**config.mk**
```make
export PLATFORM = sky130hd
export DESIGN_NAME = path_stack
export DESIGN_NICKNAME = d
export VERILOG_FILES = /design/src/rtl/path_stack.sv
export SDC_FILE = /design/constraint.sdc
export NUM_CORES = 1
export LEC_CHECK = 0
export ABC_AREA = 0
export CORE_UTILIZATION = 45
export CTS_BUF_LIST = sky130_fd_sc_hd__clkbuf_4
export CTS_CLUSTER_DIAMETER = 200
export DETAILED_ROUTE_END_ITERATION = 10
export GPL_TIMING_DRIVEN = 1
export PLACE_DENSITY = 0.62
export SETUP_SLACK_MARGIN = 0.1
export SLEW_MARGIN = 0
export SYNTH_ARGS = -nofsm -noshare
export SYNTH_HDL_FRONTEND = slang
export SYNTH_SLANG_ARGS = --single-unit
```
**constraint.sdc**
```tcl
create_clock -name clk -period 7.75 [get_ports clk]
set_clock_uncertainty 0.05 [all_clocks]
set_input_delay 1.9375 -clock clk [delete_from_list [all_inputs] [get_ports clk]]
set_output_delay 1.9375 -clock clk [all_outputs]
set_load 0.05 [all_outputs]
```
**src/rtl/path_stack.sv**
```systemverilog
`default_nettype none
// +--------------------------------------------------------------------------+
// | path_stack: LIFO of rat direction codes with bottom-to-top path replay.  |
// | Optional PATH_STACK_ERR_EN adds a sticky err output for dropped strobes. |
// | Revision: 1.0                                                            |
// +--------------------------------------------------------------------------+
module path_stack #(
  parameter int DATA_W = 2,
  parameter int ADDR_W = 8
) (
  input  logic              clk,
  input  logic              rst,
  input  logic              write,
  input  logic              read,
  input  logic [DATA_W-1:0] din,
  output logic [DATA_W-1:0] dout,
  output logic              rd_valid,
  output logic [ADDR_W:0]   count,
  output logic              full,
  output logic              empty,
  input  logic              rst_adr,
  output logic              move_valid,
  output logic [DATA_W-1:0] move_dir,
  input  logic              move_ready,
  output logic              finish
`ifdef PATH_STACK_ERR_EN
  ,
  output logic              err
`endif
);

  localparam int             DEPTH    = 1 << ADDR_W;
  localparam logic [ADDR_W:0] C_ONE   = 1;
  localparam logic [1:0]     C_STACK  = 2'd0;
  localparam logic [1:0]     C_REPLAY = 2'd1;
  localparam logic [1:0]     C_DONE   = 2'd2;

  logic [1:0]        state_q, state_d;
  logic [DATA_W-1:0] mem_q [DEPTH];
  logic [ADDR_W:0]   sp_q, sp_d;
  logic [ADDR_W:0]   rd_ptr_q, rd_ptr_d;
  logic [ADDR_W:0]   top_idx;
  logic [DATA_W-1:0] dout_q, dout_d;
  logic              rd_valid_q, rd_valid_d;
  logic              rst_adr_q;
  logic              push_en;
  logic              replay_req;

  assign top_idx  = sp_q - C_ONE;
  // sp never exceeds DEPTH, so its MSB alone marks a full stack
  assign full     = sp_q[ADDR_W];
  assign empty    = (sp_q == '0);
  assign count    = sp_q;
  assign dout     = dout_q;
  assign rd_valid = rd_valid_q;

  always_ff @(posedge clk) begin
    if (rst) state_q <= C_STACK;
    else     state_q <= state_d;
  end

  always_comb begin
    push_en    = 1'b0;
    sp_d       = sp_q;
    rd_ptr_d   = rd_ptr_q;
    dout_d     = dout_q;
    rd_valid_d = 1'b0;
    replay_req = (state_q == C_STACK) && rst_adr && !rst_adr_q;
    if (state_q == C_STACK) begin
      // a push shadows a same-cycle pop even when the push itself is dropped
      if (write) begin
        if (!full) begin
          push_en = 1'b1;
          sp_d    = sp_q + C_ONE;
        end
      end else if (read && !empty) begin
        dout_d     = mem_q[top_idx[ADDR_W-1:0]];
        sp_d       = top_idx;
        rd_valid_d = 1'b1;
      end
      if (replay_req) rd_ptr_d = '0;
    end else if (state_q == C_REPLAY && move_ready) begin
      rd_ptr_d = rd_ptr_q + C_ONE;
    end
  end

  always_comb begin
    state_d = state_q;
    case (state_q)
      C_STACK:  if (replay_req) state_d = (sp_d != '0) ? C_REPLAY : C_DONE;
      C_REPLAY: if (move_ready && (rd_ptr_q == top_idx)) state_d = C_DONE;
      C_DONE:   state_d = C_STACK;
      default:  state_d = C_STACK;
    endcase
  end

  always_comb begin
    move_valid = (state_q == C_REPLAY);
    finish     = (state_q == C_DONE);
    move_dir   = move_valid ? mem_q[rd_ptr_q[ADDR_W-1:0]] : '0;
  end

  always_ff @(posedge clk) begin
    if (rst) begin
      sp_q       <= '0;
      rd_ptr_q   <= '0;
      dout_q     <= '0;
      rd_valid_q <= 1'b0;
      rst_adr_q  <= 1'b0;
    end else begin
      sp_q       <= sp_d;
      rd_ptr_q   <= rd_ptr_d;
      dout_q     <= dout_d;
      rd_valid_q <= rd_valid_d;
      rst_adr_q  <= rst_adr;
    end
  end

  // storage is deliberately not reset; sp = 0 makes stale entries unreachable
  always_ff @(posedge clk) begin
    if (push_en && !rst) mem_q[sp_q[ADDR_W-1:0]] <= din;
  end

`ifdef PATH_STACK_ERR_EN
  logic err_q, err_d;

  always_comb begin
    err_d = err_q
          | ((state_q == C_STACK) & ((write & full) | (read & empty) | (write & read)))
          | ((state_q == C_REPLAY) & (write | read));
  end

  always_ff @(posedge clk) begin
    if (rst) err_q <= 1'b0;
    else     err_q <= err_d;
  end

  assign err = err_q;
`endif

endmodule
`default_nettype wire

```
==> results.sh <==
export IMPL_drt_pass1_iter_count=8
export IMPL_synthCells=1754
export IMPL_synthAdderAreaFrac_pct=0.280
export IMPL_die_area_um2=60600
export IMPL_drc=0
export IMPL_hold_slack_ps=507
export IMPL_combPwrFrac_pct=39.1
export IMPL_drt_initial_drc_count=2170
export IMPL_cp_start_kind="register"
export IMPL_swShare_pct=39.1
export IMPL_r2r_start="count[0]$_SDFF_PP0_"
export IMPL_area_growth_pct=10.3
export IMPL_post_drt_wl_per_cell_um=29.5
export IMPL_slew_violations=0
export IMPL_min_from="rd_ptr_q[1]$_SDFFE_PP0P_"
export IMPL_grt_overflow=0
export IMPL_ios=26
export IMPL_crit_required_ps=5760
export IMPL_vias=17700
export IMPL_core_area_um2=59000
export IMPL_multi_input_area_um2=10200
export IMPL_hpwl_um=48600
export IMPL_place_ws_ps=1750
export IMPL_cts_buffers_inserted=146
export IMPL_synth_top_family_by_area="multiplexers"
export IMPL_r2r_end="dout[1]$_SDFFE_PP0P_"
export IMPL_maxCapViolations=0
export IMPL_antenna_left=0
export IMPL_worst_pin_slew_ps=1120
export IMPL_synth_edf_count=512
export IMPL_clkLatencyLatePin_ps=1030
export IMPL_rows=89
export IMPL_port_buffers=25
export IMPL_rrSetupSlack_ps=2580
export IMPL_finalSetupViolations=0
export IMPL_async_reset_ff_share_pct=0
export IMPL_clkSinkCount=544
export IMPL_grt_first_pass_wirelength_um=117000
export IMPL_nFillCells=5001
export IMPL_synth_xor_area_share_pct=0.653
export IMPL_fin_crit_ps=7120
export IMPL_start_util_pct=45.5
export IMPL_worstPathArrival_ps=5130
export IMPL_ys_types=74
export IMPL_worstPathMaxFanout=49
export IMPL_cts_hold_buf=0
export IMPL_gp_congestion=0.926
export IMPL_power_density_nw_per_um2=327
export IMPL_seqPwrFrac_pct=35.1
export IMPL_cts_htree_levels=4
export IMPL_grt_use_total_pct=27.0
export IMPL_cts_tree="yes"
export IMPL_antenna_found_initial=1
export IMPL_yosys_area_share_simple_pct=9.04
export IMPL_synth_compound_area_share_pct=4.98
export IMPL_regArea_um2=16000
export IMPL_worstSetupPathType="register to output port"
export IMPL_slew_headroom_pct=24.8
export IMPL_drive_above_1_share_pct=28.1
export IMPL_end_kind="output port"
export IMPL_fin_tns_setup_ps=0
export IMPL_power_total_uw=9680
export IMPL_timing_final_crit_share_pct=91.8
export IMPL_layout_setup_ws_ps=633
export IMPL_p_int_uw=5900
export IMPL_netlist_area_um2=26800
export IMPL_finalNetCount=1830
export IMPL_max_clock_freq_mhz=141
export IMPL_rsz0062_at_grt="false"
export IMPL_path_clk_slew_ps=80
export IMPL_min_delay_path_depth=2
export IMPL_seq_area_frac_synth_pct=59.7
export IMPL_yosys_warnings=0
export IMPL_grt_max_degree=133
export IMPL_vias_per_cell=6.57
export IMPL_outcome="finished, final reports clean"
export IMPL_hold_path_class="register to register"
export IMPL_ff2ff_path_depth=10
export IMPL_ys_dominant_reg_cell="edfxtp_1"
export IMPL_synth_area_mux_share_pct=22.8
export IMPL_wl_um=79600
export IMPL_root_buffer="clkbuf_4"
export IMPL_cts_setup_buffers=0
export IMPL_syn_num_nets=1768
export IMPL_clockBufferDepth=3
export IMPL_ir_drop_mv=0.336
export IMPL_postCtsResizedCells=0
export IMPL_power_frac_clock_pct=25.8
export IMPL_syn_avg_cell_area_um2=15.3
export IMPL_dieHeight_um=246
export IMPL_p_leak_uw=0.00900
export IMPL_synth_seq_cells=544
export IMPL_timing_final_hold_violations=0
export IMPL_grt_pass1_vias=17900
export IMPL_fp_dieW_um=246
export IMPL_switching_power_uw=3780
## power by group through the flow
stage / registers [uW] / clock network (uW) / logic [uW]
detailed placement: 3450 / 0 / 3710
global placement: 3450 / 0 / 3700
global route: 3400 / 2690 / 3920
floorplan: 3420 / 0 / 2430
CTS: 3390 / 2550 / 3730
finish: 3390 / 2500 / 3780
## flip-flops by register name, indices dropped and copies added, names as in the netlist, named ones only
register	flops
dout	2
count	9
rd_valid	1
state_q	2
rst_adr_q	1
mem_q	512
rd_ptr_q	9
## worst max-delay path, stage by stage (launching register included)
cell,delay [ps]
dfxtp_4,880
nor2b_1,840
a221oi_1,340
nor3_1,240
nor4_1,90
nor3b_1,480
o31a_1,330
clkdlybuf4s50_1,850
## layout by cell type, fill, tap and decap left out, types with 6 or more instances in the layout
cell | synthesis | layout
edfxtp_1 | 512 | 512
nor2_1 | 294 | 294
mux4_2 | 254 | 254
clkbuf_4 | 0 | 197
nand2_1 | 115 | 110
a21oi_1 | 55 | 53
mux2i_1 | 39 | 39
clkinv_1 | 0 | 35
a22oi_1 | 32 | 32
buf_4 | 12 | 30
dfxtp_1 | 32 | 28
clkdlybuf4s50_1 | 0 | 23
nor3_1 | 22 | 22
nor2b_1 | 17 | 17
nor4_1 | 17 | 17
o22ai_1 | 17 | 17
nand3_1 | 17 | 14
o21ai_0 | 14 | 14
a221oi_1 | 13 | 13
a22o_1 | 12 | 12
nand4_1 | 12 | 12
inv_1 | 10 | 10
nand2b_1 | 10 | 10
xnor2_1 | 11 | 10
a31oi_1 | 10 | 8
xor2_1 | 9 | 8
clkinv_2 | 0 | 8
or3_1 | 6 | 6
inv_2 | 0 | 6
## metrics by stage
| step | area (um^2) | util, % | cells |
|---|---|---|---|
| 2_1_floorplan | 26800 | - | 1754 |
| 3_3_place_gp | 27800 | 47.1 | 2441 |
| 3_5_place_dp | 27800 | 47.1 | 2441 |
| 4_1_cts | 29600 | 50.1 | 2692 |
| 5_1_grt | 29600 | 50.1 | 2693 |
| 6_report | 29600 | 50.1 | 2693 |
## cells in the mapped netlist, types with 2 or more instances
| library cell | number | area share, % |
|---|---|---|
| xnor2_1 | 11 | 0.36 |
| nor2b_1 | 17 | 0.40 |
| or4b_1 | 2 | 0.075 |
| a31oi_1 | 10 | 0.23 |
| a21oi_1 | 55 | 1.0 |
| o31ai_1 | 2 | 0.056 |
| nor4_1 | 17 | 0.40 |
| o22ai_1 | 17 | 0.40 |
| nand2_1 | 115 | 1.6 |
| o31a_1 | 5 | 0.16 |
| nor2_1 | 294 | 4.1 |
| or4_1 | 4 | 0.11 |
| nor2_2 | 2 | 0.047 |
| mux2i_1 | 39 | 1.5 |
| a221oi_1 | 13 | 0.42 |
| nor3_1 | 22 | 0.41 |
| and3_1 | 3 | 0.070 |
| and2_1 | 3 | 0.070 |
| edfxtp_1 | 512 | 57 |
| buf_4 | 12 | 0.34 |
| o211a_1 | 2 | 0.075 |
| o21ai_0 | 14 | 0.26 |
| dfxtp_1 | 32 | 2.4 |
| nor3b_1 | 4 | 0.11 |
| or2_1 | 3 | 0.070 |
| o221ai_1 | 4 | 0.13 |
| o311ai_0 | 2 | 0.065 |
| xor2_1 | 9 | 0.29 |
| buf_1 | 11 | 0.15 |
| o41ai_1 | 3 | 0.098 |
| a211oi_1 | 3 | 0.084 |
| nand3_1 | 17 | 0.32 |
| nand2b_1 | 10 | 0.23 |
| inv_1 | 10 | 0.14 |
| ha_1 | 6 | 0.28 |
| buf_2 | 38 | 0.71 |
| nand4_1 | 12 | 0.28 |
| or3_1 | 6 | 0.14 |
| a22oi_1 | 32 | 0.90 |
| clkbuf_1 | 79 | 1.1 |
| mux4_2 | 254 | 21 |
| o21a_1 | 2 | 0.056 |
| a22o_1 | 12 | 0.39 |
| buf_6 | 4 | 0.17 |
## cells by family after synthesis
kind of cell	count (synthesis)
xor gates and xnor gates	20
and+or+nand+nor	545
muxes	293
AOI/OAI and AO/OA	192
buffers and inverters	154
adders and majority gates	6
DFF	544
## routing by layer
| layer | global-route usage [%] | vias to the layer above | wire, um |
|---|---|---|---|
| met3 | 7.30 | 192 | 8270 |
| met2 | 41.4 | 1135 | 37300 |
| met5 | 0 | - | 0 |
| met1 | 35.6 | 9100 | 30700 |
| met4 | 13.0 | 0 | 3340 |
| li1 | - | 7259 | - |
## worst max-delay path by stage
stage	end	slack, ps	depth (start not counted)
floorplan	empty	2500	7
global placement	move_dir[1]	1730	8
detailed placement	move_dir[0]	1750	8
CTS	move_dir[0]	620	8
global route	move_dir[0]	450	8
finish	move_dir[1]	630	7
## cell type report
class,instances,share of cell area [%]
timing repair buffer,58,1.82
clock buffer,197,5.00
inverter,10,0.127
sequential,544,54.2
tap,773,3.27
antenna,1,0.00845
clock inverter,54,1.01
multi-input combinational,1056,34.6
Power figures use the tool's default switching activity.
